<file path="src/rtl/regfile_arbiter_pkg.sv">
// Shared constants and encodings for the two-port register-file arbiter.
package regfile_arbiter_pkg;

  // Default widths, matching the register-file header.
  localparam int RF_ADDR_W = 5;
  localparam int RF_DATA_W = 32;

  // Logic levels and active-low enable levels.
  localparam logic HIGH     = 1'b1;
  localparam logic LOW      = 1'b0;
  localparam logic ENABLE_  = 1'b0;
  localparam logic DISABLE_ = 1'b1;

  // Port indices.
  localparam logic PORT0 = 1'b0;
  localparam logic PORT1 = 1'b1;

  // Transaction FSM: one access every three clocks.
  typedef enum logic [1:0] {
    ST_IDLE   = 2'd0,
    ST_ACCESS = 2'd1,
    ST_ACK    = 2'd2
  } state_t;

endpackage

</file>
<file path="src/rtl/regfile_arbiter_rr_arb2.sv">
// Two-request round-robin grant picker; purely combinational.
module rr_arb2
  import regfile_arbiter_pkg::*;
(
  input  logic [1:0] req,
  input  logic       last_grant,
  output logic       gnt_valid,
  output logic       gnt_sel
);

  // On a tie the port that did not win last time is chosen.
  always_comb begin
    gnt_valid = |req;
    gnt_sel   = PORT0;
    if (req == 2'b11) gnt_sel = ~last_grant;
    else if (req[1])  gnt_sel = PORT1;
  end

endmodule

</file>
<file path="src/rtl/regfile_arbiter.sv">
// Arbitrates a single-port register file between the core (port 0) and the
// debug/DMA side (port 1) with a req/ack handshake and round-robin priority.
module regfile_arbiter
  import regfile_arbiter_pkg::*;
#(
  parameter int ADDR_W = RF_ADDR_W,
  parameter int DATA_W = RF_DATA_W
) (
  input  logic              clk,
  input  logic              reset,
  input  logic              req0,
  input  logic              we0,
  input  logic [ADDR_W-1:0] addr0,
  input  logic [DATA_W-1:0] wdata0,
  output logic              ack0,
  output logic [DATA_W-1:0] rdata0,
  input  logic              req1,
  input  logic              we1,
  input  logic [ADDR_W-1:0] addr1,
  input  logic [DATA_W-1:0] wdata1,
  output logic              ack1,
  output logic [DATA_W-1:0] rdata1,
  output logic [ADDR_W-1:0] rf_addr,
  output logic [DATA_W-1:0] rf_d_in,
  output logic              rf_we_,
  input  logic [DATA_W-1:0] rf_d_out
);

  state_t              state_q, state_d;
  logic                sel_q, sel_d;
  logic                we_q, we_d;
  logic                last_grant_q, last_grant_d;
  logic [ADDR_W-1:0]   rf_addr_q, rf_addr_d;
  logic [DATA_W-1:0]   rf_d_in_q, rf_d_in_d;
  logic [DATA_W-1:0]   rdata0_q, rdata0_d;
  logic [DATA_W-1:0]   rdata1_q, rdata1_d;
  logic                gnt_valid;
  logic                gnt_sel;

  rr_arb2 u_rr_arb2 (
    .req        ({req1, req0}),
    .last_grant (last_grant_q),
    .gnt_valid  (gnt_valid),
    .gnt_sel    (gnt_sel)
  );

  // Next-state, latched transaction fields and handshake/regfile outputs.
  // The regfile address/data registers double as the latched request fields,
  // so they naturally hold their value outside ACCESS.
  always_comb begin
    state_d      = state_q;
    sel_d        = sel_q;
    we_d         = we_q;
    last_grant_d = last_grant_q;
    rf_addr_d    = rf_addr_q;
    rf_d_in_d    = rf_d_in_q;
    rdata0_d     = rdata0_q;
    rdata1_d     = rdata1_q;
    ack0         = LOW;
    ack1         = LOW;
    rf_we_       = DISABLE_;
    case (state_q)
      ST_IDLE: begin
        if (gnt_valid) begin
          sel_d     = gnt_sel;
          we_d      = (gnt_sel == PORT1) ? we1    : we0;
          rf_addr_d = (gnt_sel == PORT1) ? addr1  : addr0;
          rf_d_in_d = (gnt_sel == PORT1) ? wdata1 : wdata0;
          state_d   = ST_ACCESS;
        end
      end
      ST_ACCESS: begin
        // Reset gates the strobe directly so an aborted write never lands.
        if (we_q && !reset) rf_we_ = ENABLE_;
        if (!we_q) begin
          if (sel_q == PORT1) rdata1_d = rf_d_out;
          else                rdata0_d = rf_d_out;
        end
        state_d = ST_ACK;
      end
      ST_ACK: begin
        if (!reset) begin
          ack0 = (sel_q == PORT0);
          ack1 = (sel_q == PORT1);
        end
        last_grant_d = sel_q;
        state_d      = ST_IDLE;
      end
      default: state_d = ST_IDLE;
    endcase
  end

  // State and datapath registers with synchronous reset.
  always_ff @(posedge clk) begin
    if (reset) begin
      state_q      <= ST_IDLE;
      sel_q        <= PORT0;
      we_q         <= LOW;
      last_grant_q <= PORT1;
      rf_addr_q    <= '0;
      rf_d_in_q    <= '0;
      rdata0_q     <= '0;
      rdata1_q     <= '0;
    end else begin
      state_q      <= state_d;
      sel_q        <= sel_d;
      we_q         <= we_d;
      last_grant_q <= last_grant_d;
      rf_addr_q    <= rf_addr_d;
      rf_d_in_q    <= rf_d_in_d;
      rdata0_q     <= rdata0_d;
      rdata1_q     <= rdata1_d;
    end
  end

  assign rf_addr = rf_addr_q;
  assign rf_d_in = rf_d_in_q;
  assign rdata0  = rdata0_q;
  assign rdata1  = rdata1_q;

endmodule

</file>
<file path="config.mk">
export PLATFORM = sky130hd
export DESIGN_NAME = regfile_arbiter
export DESIGN_NICKNAME = d
export VERILOG_FILES = /design/src/rtl/regfile_arbiter_pkg.sv /design/src/rtl/regfile_arbiter_rr_arb2.sv /design/src/rtl/regfile_arbiter.sv
export SDC_FILE = /design/constraint.sdc
export NUM_CORES = 1
export LEC_CHECK = 0
export CAP_MARGIN = 0
export CORE_MARGIN = 2
export CORE_UTILIZATION = 43
export DETAILED_ROUTE_END_ITERATION = 10
export PLACE_DENSITY = 0.86
export SKIP_CTS_REPAIR_TIMING = 1
export SYNTH_ARGS = -nofsm -noshare
export SYNTH_HDL_FRONTEND = slang
export SYNTH_SLANG_ARGS = --single-unit
export TNS_END_PERCENT = 10
</file>
<file path="constraint.sdc">
create_clock -name clk -period 3.7 [get_ports clk]
set_input_delay 0.555 -clock clk [delete_from_list [all_inputs] [get_ports clk]]
set_output_delay 0.555 -clock clk [all_outputs]
set_load 0.02 [all_outputs]
</file>
==> flow_summary.toml, run 1 <==
[critical_path]
cp_max_fo = 7
reg2reg_to = "rdata0[16]"
endpoint_kind = "primary output"
critPathArrivalTime_ps = 2070
r2r_setup_slack_ps = 1770
start_kind = "register"
worst_r2r_startpoint = "we_q"
reg2reg_depth = 3
worstPathRequired_ps = 3140
worstSetupPathType = "register to primary output"

[timing]
post-route-period-util_pct = 71.0
slew_headroom_pct = 23.8
clock-skew-final_ps = 13.2
rsz0062_at_grt = "no"
tightest_slew_ps = 1140
hold_violations = 0
min_period_ps = 2630
setup_viol = 0
hold_ws_ps = 461
fmax_mhz = 380
slew_viol_final = 0
tns_ps = 0

[min_path]
hold_path_startpoint = "rdata1[14]"
whs_path_depth = 2
min_path_type = "register to register"
min_to = "rdata1[14]"

[drt]
routed_wl_microns = 12600
drt_iter0_markers = 200
met1_length_microns = 4860
vias_per_cell = 5.27
vias = 4420
wire_per_inst_microns = 15.0
drc = 0
postRouteAntennaNets = 0
routed-wl-met2_microns = 6060
firstDrtPassIters = 4
dr_wl_met3_microns = 1340
top_layer = "met4"

[clocking]
cts_root_buffer = "clkbuf_8"
cts_buffer_depth = 2
insertion_delay_ps = 350
cts_tree = "done"
clkSlewWorstSetupHoldPaths_ps = 110
htree_levels = 3
cts_buffers = 9
cts_sinks = 106

[yosys]
synth_nets = 630
yosys.area.top_type = "dfxtp_1"
syn-cell-area_sq_um = 4180
seq_area_frac_synth_pct = 50.8
synth_warnings = 0
synth_area_per_cell_sq_um = 8.07
synth_cell_type_count = 24
synth_cells = 518
synth_area_leaders = "dfxtp_1, nand2_1, a21oi_1"
yosysTopAreaCellShare_pct = 50.8
synth_seq_cells = 106

[power_and_ir_drop]
p_per_area_nw_per_um2 = 401
leakage_nw = 2.30
peakVddDrop_mv = 0.258
total_power_mw = 2.63

[cells_and_area]
fillers = 711
diodes = 0
layout-area-overhead-vs-synth_pct = 56.8
final_layout_size_suffix_gt1_share_pct = 5.77
final_area_sq_um = 6550
nets = 817

[run_status]
status = "finished, final reports clean"

[floorplan]
rows = 35
die_x_microns = 103
io_pins = 216
die_area_sq_um = 10500
start_util_pct = 44.8
design.core.area_sq_um = 9330
die-height_microns = 103

[placed_design]
placed_cell_area_sq_um = 6350
place_hpwl_microns = 9110
gp_congestion = 0.786
port_buffers = 215

[grt]
grt_use_total_pct = 23.5
grt.overflow.total = 0
grt_antenna_before_repair = 0
grt_pass1_vias = 4264
grt_max_degree = 76
grt_pass1_wl_microns = 19700

[run]
max_cap_violations = 0
[stage by stage]
stage,setup WS [ps],cells,util [%]
4_1_cts,1090,839,70.2
2_1_floorplan,1650,518,-
5_1_grt,1030,839,70.2
3_5_place_dp,1210,823,68.0
6_report,1070,839,70.2
3_3_place_gp,1320,823,68.0
[how the worst max path moves through the flow]
| stage | start | to | slack, ps | cells past startpoint |
|---|---|---|---|---|
| 5_1_grt | state_q[1] | ack1 | 1030 | 3 |
| 6_report | state_q[1] | ack1 | 1070 | 3 |
| 3_5_place_dp | req0 | rf_d_in[28] | 1210 | 5 |
| 4_1_cts | state_q[1] | ack1 | 1090 | 3 |
| 3_3_place_gp | req0 | rf_d_in[5] | 1320 | 5 |
| 2_1_floorplan | reset | ack1 | 1650 | 3 |
[power breakdown]
group          internal, mW  switching (mW)  leakage (nW)
registers              1.22          0.0517         0.867
clock network         0.327           0.406         0.107
logic                 0.312           0.312          1.33
total                  1.86           0.770          2.30
[worst max-delay path, cell delays in order, from the launching register on]
cell             delay, ps
dfxtp_1                530
nand2b_1               160
nor3b_1                360
clkdlybuf4s50_1        680
[cells by family after synthesis]
family | synth area share [%]
buf+inv | 5.72
compound gates | 22.3
simple gates | 20.9
flops | 50.8
mux | 0.240
[layer usage]
metal / track usage (%) / up-vias
met5: 0 / -
met2: 40.3 / 221
li1: - / 2126
met1: 28.7 / 2047
met3: 6.44 / 26
met4: 8.00 / 0
[cell usage after synthesis]
master,n
buf_1,1
a311oi_2,9
a21boi_1,1
clkbuf_1,24
a21bo_2,2
mux2i_1,1
nor4b_2,1
buf_2,17
or4b_1,1
buf_6,4
nand2b_1,2
nor3b_1,2
dfxtp_1,106
a21oi_1,103
nor2_1,1
nand2_1,206
nand4bb_1,1
buf_4,2
a311oi_1,29
nor3_1,1
nor4bb_1,1
nor2b_1,1
or2_0,1
and2_1,1
[area by class of cell]
type / instances / area (sq um) / area share (%)
clock buffer: 9 / 124 / 1.89
clock inverter: 7 / 81.3 / 1.24
multi-input combinational: 364 / 1850 / 28.2
sequential: 106 / 2120 / 32.4
tap: 129 / 161 / 2.46
timing repair buffer: 224 / 2220 / 33.8
[layout by cell type (no fill, tap or decap)]
| cell | netlist | layout |
|---|---|---|
| clkdlybuf4s50_1 | 0 | 214 |
| nand2_1 | 206 | 206 |
| dfxtp_1 | 106 | 106 |
| a21oi_1 | 103 | 103 |
| a311oi_1 | 29 | 29 |
| buf_4 | 2 | 10 |
| a311oi_2 | 9 | 9 |
| clkbuf_8 | 0 | 9 |
| inv_6 | 0 | 4 |
| nor3b_1 | 2 | 2 |
| nand2b_1 | 2 | 2 |
| a21bo_2 | 2 | 2 |
| nor3_1 | 1 | 1 |
| nor2_2 | 0 | 1 |
| or2_1 | 0 | 1 |
| and2_1 | 1 | 1 |
| a21boi_2 | 0 | 1 |
| nor4b_4 | 0 | 1 |
| or4b_1 | 1 | 1 |
| nor2b_1 | 1 | 1 |
| nor4bb_4 | 0 | 1 |
| nand4bb_1 | 1 | 1 |
| mux2i_1 | 1 | 1 |
| inv_8 | 0 | 1 |
| bufinv_16 | 0 | 1 |
| clkinv_2 | 0 | 1 |
[state kept, by name, indices dropped and copies added (netlist names)]
name and flops:
rf_d_in 32, state_q 2, rdata1 32, last_grant_q 1, we_q 1, rf_addr 5
rdata0 32, sel_q 1
(Power assumes the default switching activity.)
==> run 2, diff against run 1 <==
--- a/config.mk
+++ b/config.mk
@@ -7,9 +7,9 @@
 export LEC_CHECK = 0
 export CAP_MARGIN = 0
 export CORE_MARGIN = 2
-export CORE_UTILIZATION = 43
+export CORE_UTILIZATION = 40
 export DETAILED_ROUTE_END_ITERATION = 10
-export PLACE_DENSITY = 0.86
+export PLACE_DENSITY = 0.81
 export SKIP_CTS_REPAIR_TIMING = 1
 export SYNTH_ARGS = -nofsm -noshare
 export SYNTH_HDL_FRONTEND = slang
==> constraint.sdc (replaced) <==
create_clock -name clk -period 2.6 [get_ports clk]
set_input_delay 0.39 -clock clk [delete_from_list [all_inputs] [get_ports clk]]
set_output_delay 0.39 -clock clk [all_outputs]
set_load 0.02 [all_outputs]
==> run 2 against run 1 <==
Against the previous run:
- design area grew 0.71%
- setup slack worse by 800 ps
- clock power up 30%
- non-clock buffer count rose by 3
- cell count is 1.2% higher
- clock-buffer cell count is 1 higher
- sequential share of layout area down 0.23 points
- sequential cell count did not move
- register-to-register slack got worse by 900 ps
- clock skew shrank 4.0 ps
- first-iteration DRC count grew 24%
- largest cell class unchanged
- highest routed layer unchanged
==> flow_summary.toml, run 2 (synthesis results as in run 1) <==
[placed_design]
gp_congestion = 0.742
port_buffers = 215
dp.cells = 833
place_hpwl_microns = 8970

[drt]
vias = 4293
postRouteAntennaNets = 0
firstDrtPassIters = 6
routed_wl_microns = 12500
wire_per_inst_microns = 14.8
vias_per_cell = 5.06
drt_iter0_markers = 248
drc = 0

[clocking]
cts_sinks = 106
cts_tree = "done"
htree_levels = 3
insertion_delay_ps = 360
cts_buffers = 9
clkSlewWorstSetupHoldPaths_ps = 90
cts_root_buffer = "clkbuf_8"
cts_buffer_depth = 2

[critical_path]
crit_chain = "nand2b_1 -> nor3b_1 -> clkdlybuf4s50_1"
critPathSlowestCell = "clkdlybuf4s50_1"
worstSetupPathType = "register to primary output"
worst_r2r_startpoint = "sel_q"
critPathArrivalTime_ps = 1930
worstPathRequired_ps = 2210
endpoint_kind = "primary output"
r2r_setup_slack_ps = 870
cp_max_fo = 7
start_kind = "register"
reg2reg_depth = 4
reg2reg_to = "rdata0[14]"
cp_slowest_stage_delay_ps = 670

[run]
max_cap_violations = 0

[power_and_ir_drop]
p_comb_share_pct = 24.7
peakVddDrop_mv = 0.252
sw_frac_of_total_pct = 29.6
p_sw_mw = 1.08
pwr-share-clk_pct = 26.0
total_power_mw = 3.66
power.internal_mw = 2.58
seqPwrFrac_pct = 49.3
leakage_nw = 2.32
p_per_area_nw_per_um2 = 554

[timing]
clock-skew-final_ps = 9.19
hold_ws_ps = 242
hold_violations = 0
rsz0062_at_grt = "no"
slew_viol_final = 0
fmax_mhz = 430
tightest_slew_ps = 759
post-route-period-util_pct = 89.4
slew_headroom_pct = 49.4
min_period_ps = 2320
setup_viol = 0
tns_ps = 0

[grt]
grt_antenna_before_repair = 0
grt_max_degree = 71
grt_pass1_wl_microns = 19900
grt_use_total_pct = 21.7
grt_pass1_vias = 4164
grt.overflow.total = 0

[floorplan]
die_area_sq_um = 11300
design.core.area_sq_um = 10200
die-height_microns = 106
io_pins = 216
start_util_pct = 40.8
rows = 37
die_x_microns = 106

[cells_and_area]
multi_input_area_sq_um = 1850
diodes = 0
final_layout_size_suffix_gt1_share_pct = 6.17
nets = 820
fillers = 859
final_cells = 849
final_common_cell = "clkdlybuf4s50_1"
layout-area-overhead-vs-synth_pct = 58.0
final_cell_mix = "clkdlybuf4s50_1, nand2_1, dfxtp_1, a21oi_1, a311oi_1"
register_area_sq_um = 2120

[min_path]
min_path_type = "primary input to register"
whs_path_depth = 2
min_to = "sel_q"
hold_path_startpoint = "reset"

[run_status]
status = "finished, final reports clean"
-- run 2: changes by cell type in the layout (fill, tap and decap cells not counted) --
cell        before  now
clkbuf_8         9   10
clkinv_4         0    2
buf_12           0    2
buf_4           10   11
bufinv_16        1    0
a21boi_2         1    0
a21boi_4         0    1
clkinvlp_4       0    1
inv_6            4    1
-- run 2: how the worst max path moves through the flow --
stage | cells past startpoint | to | from | slack (ps)
floorplan | 3 | ack1 | reset | 880
global placement | 5 | rf_d_in[16] | req0 | 440
detailed placement | 5 | rf_d_in[18] | req0 | 380
CTS | 3 | ack1 | state_q[1] | 230
global route | 3 | ack1 | state_q[1] | 130
finish | 3 | ack1 | state_q[1] | 280
-- run 2: through the flow --
step                      instance area [sq um]  setup slack (ps)  utilization [%]
after floorplan                            4180               882                -
after global placement                     6410               444             62.7
after global routing                       6600               132             64.5
final                                      6600               275             64.5
after CTS                                  6600               226             64.5
after detailed placement                   6410               382             62.7
-- run 2: final cells by class --
class                      instances  area share [%]
clock buffer                      10            2.09
clock inverter                     6           0.758
multi-input combinational        364            28.1
sequential                       106            32.2
tap                              136            2.58
timing repair buffer             227            34.3
-- run 2: per-layer routing --
| layer | vias up | wire length [microns] | share of wire, % | global-route usage (%) |
|---|---|---|---|---|
| met1 | 1947 | 5210 | 42 | 26.2 |
| met4 | 0 | 239 | 1.9 | 7.99 |
| li1 | 2137 | - | - | - |
| met2 | 191 | 5950 | 47 | 36.1 |
| met3 | 18 | 1130 | 9.0 | 7.23 |
| met5 | - | 0 | 0 | 0 |
-- run 2: power by group through the flow --
stage                     Sequential, mW  Combinational, mW  Clock [mW]
final                               1.80              0.902       0.952
after global routing                1.82              0.966        1.05
after CTS                           1.80              0.906       0.991
after detailed placement            1.84              0.903           0
after global placement              1.83              0.887           0
after floorplan                     1.95              0.320           0
-- run 2: critical path: cells and delay by family, from the launching register on --
family,cells,cell delay [ps]
buf+inv,1,670
flops,1,530
simple gates,2,380
==> run 3, diff against run 2 <==
--- a/config.mk
+++ b/config.mk
@@ -7,9 +7,10 @@
 export LEC_CHECK = 0
 export CAP_MARGIN = 0
 export CORE_MARGIN = 2
-export CORE_UTILIZATION = 40
+export CORE_UTILIZATION = 41
+export CTS_BUF_LIST = sky130_fd_sc_hd__clkbuf_2 sky130_fd_sc_hd__clkbuf_4 sky130_fd_sc_hd__clkbuf_8
 export DETAILED_ROUTE_END_ITERATION = 10
-export PLACE_DENSITY = 0.81
+export PLACE_DENSITY = 0.83
 export SKIP_CTS_REPAIR_TIMING = 1
 export SYNTH_ARGS = -nofsm -noshare
 export SYNTH_HDL_FRONTEND = slang
==> run 3 against run 2 <==
Against the previous run:
- die area down 2.3%
- clock-buffer cell count down 1
- critical path type unchanged
- largest cell class unchanged
- setup slack better by 19 ps
==> flow_summary.toml, run 3 (synthesis results as in run 1) <==
[timing]
min_period_ps = 2310
hold_ws_ps = 445
fmax_mhz = 434
slew_headroom_pct = 45.4
hold_violations = 0
setup_viol = 0
post-route-period-util_pct = 88.7
clock-skew-final_ps = 20.5
rsz0062_at_grt = "no"
setup_ws_ps = 295
tightest_slew_ps = 819
tns_ps = 0
slew_viol_final = 0

[cells_and_area]
final_common_cell = "clkdlybuf4s50_1"
final_util_pct = 67.0
fillers = 814
layout-area-overhead-vs-synth_pct = 57.4
register_area_sq_um = 2120
multi_input_area_sq_um = 1850
final_cells = 845
final_layout_size_suffix_gt1_share_pct = 6.04
final_area_sq_um = 6580
nets = 819
diodes = 0
final_cell_mix = "clkdlybuf4s50_1, nand2_1, dfxtp_1, a21oi_1, a311oi_1"

[critical_path]
cp_max_fo = 7
endpoint_kind = "primary output"
critPathArrivalTime_ps = 1920
worstSetupPathType = "register to primary output"
start_kind = "register"
worstPathRequired_ps = 2210

[drt]
vias = 4342
vias_per_cell = 5.14
wire_per_inst_microns = 15.5
drc = 0
firstDrtPassIters = 5
drt_iter0_markers = 217
routed_wl_microns = 13100
postRouteAntennaNets = 0

[floorplan]
rows = 36
design.core.area_sq_um = 9820
start_util_pct = 42.5
io_pins = 216
die_x_microns = 105
die_area_sq_um = 11000
die-height_microns = 105

[clocking]
insertion_delay_ps = 360
cts_tree = "done"
cts_sinks = 106
cts_root_buffer = "clkbuf_8"
cts_buffer_depth = 2
clkSlewWorstSetupHoldPaths_ps = 110
cts_buffers = 9
htree_levels = 3

[power_and_ir_drop]
p_per_area_nw_per_um2 = 570
p_comb_share_pct = 23.9
total_power_mw = 3.75
p_sw_mw = 1.10
power.internal_mw = 2.64
seqPwrFrac_pct = 48.2
peakVddDrop_mv = 0.345
leakage_nw = 2.31
pwr-share-clk_pct = 27.9
sw_frac_of_total_pct = 29.4

[run]
max_cap_violations = 0

[grt]
grt_use_total_pct = 23.3
grt_antenna_before_repair = 0
grt_max_degree = 76
grt_pass1_vias = 4225
grt.overflow.total = 0
grt_pass1_wl_microns = 20700

[placed_design]
place_ws_ps = 336
gp_congestion = 0.816
placed_cell_area_sq_um = 6370
port_buffers = 215
dp.cells = 829
place_hpwl_microns = 9430

[min_path]
min_path_type = "primary input to register"

[run_status]
status = "finished, final reports clean"
## run 3: cell type report
cell class	instances	area share [%]
sequential	106	32.3
clock inverter	7	1.27
timing repair buffer	226	33.9
tap	133	2.53
clock buffer	9	1.88
multi-input combinational	364	28.1
## run 3: worst paths after layout
check | startpoint | end | slack [ps] | cells past startpoint
setup reg to reg | state_q[1] | rf_d_in[18] | 810 | 4
hold / removal | reset | state_q[0] | 450 | 2
hold reg to reg | rdata1[0] | rdata1[0] | 460 | 2
setup / recovery | state_q[1] | ack1 | 290 | 3
## run 3: worst max-delay path, stage by stage, from the launching register on
cell and delay (ps):
dfxtp_1 540, nand2b_1 160, nor3b_1 190, clkdlybuf4s50_1 660
## run 3: power by group through the flow
stage	sequential (mW)	combinational (mW)	clock (mW)
CTS	1.81	0.898	1.08
global placement	1.84	0.878	0
finish	1.80	0.897	1.04
global route	1.82	0.961	1.14
detailed placement	1.84	0.895	0
floorplan	1.95	0.320	0
## run 3: metal layers
metal  global-route usage (%)  wire length (microns)  part of all wire, %
met1                     26.6                   5280                   40
met2                     41.3                   6650                   51
met3                     6.80                    982                  7.5
met4                     7.90                    155                  1.2
met5                        0                      0                    0
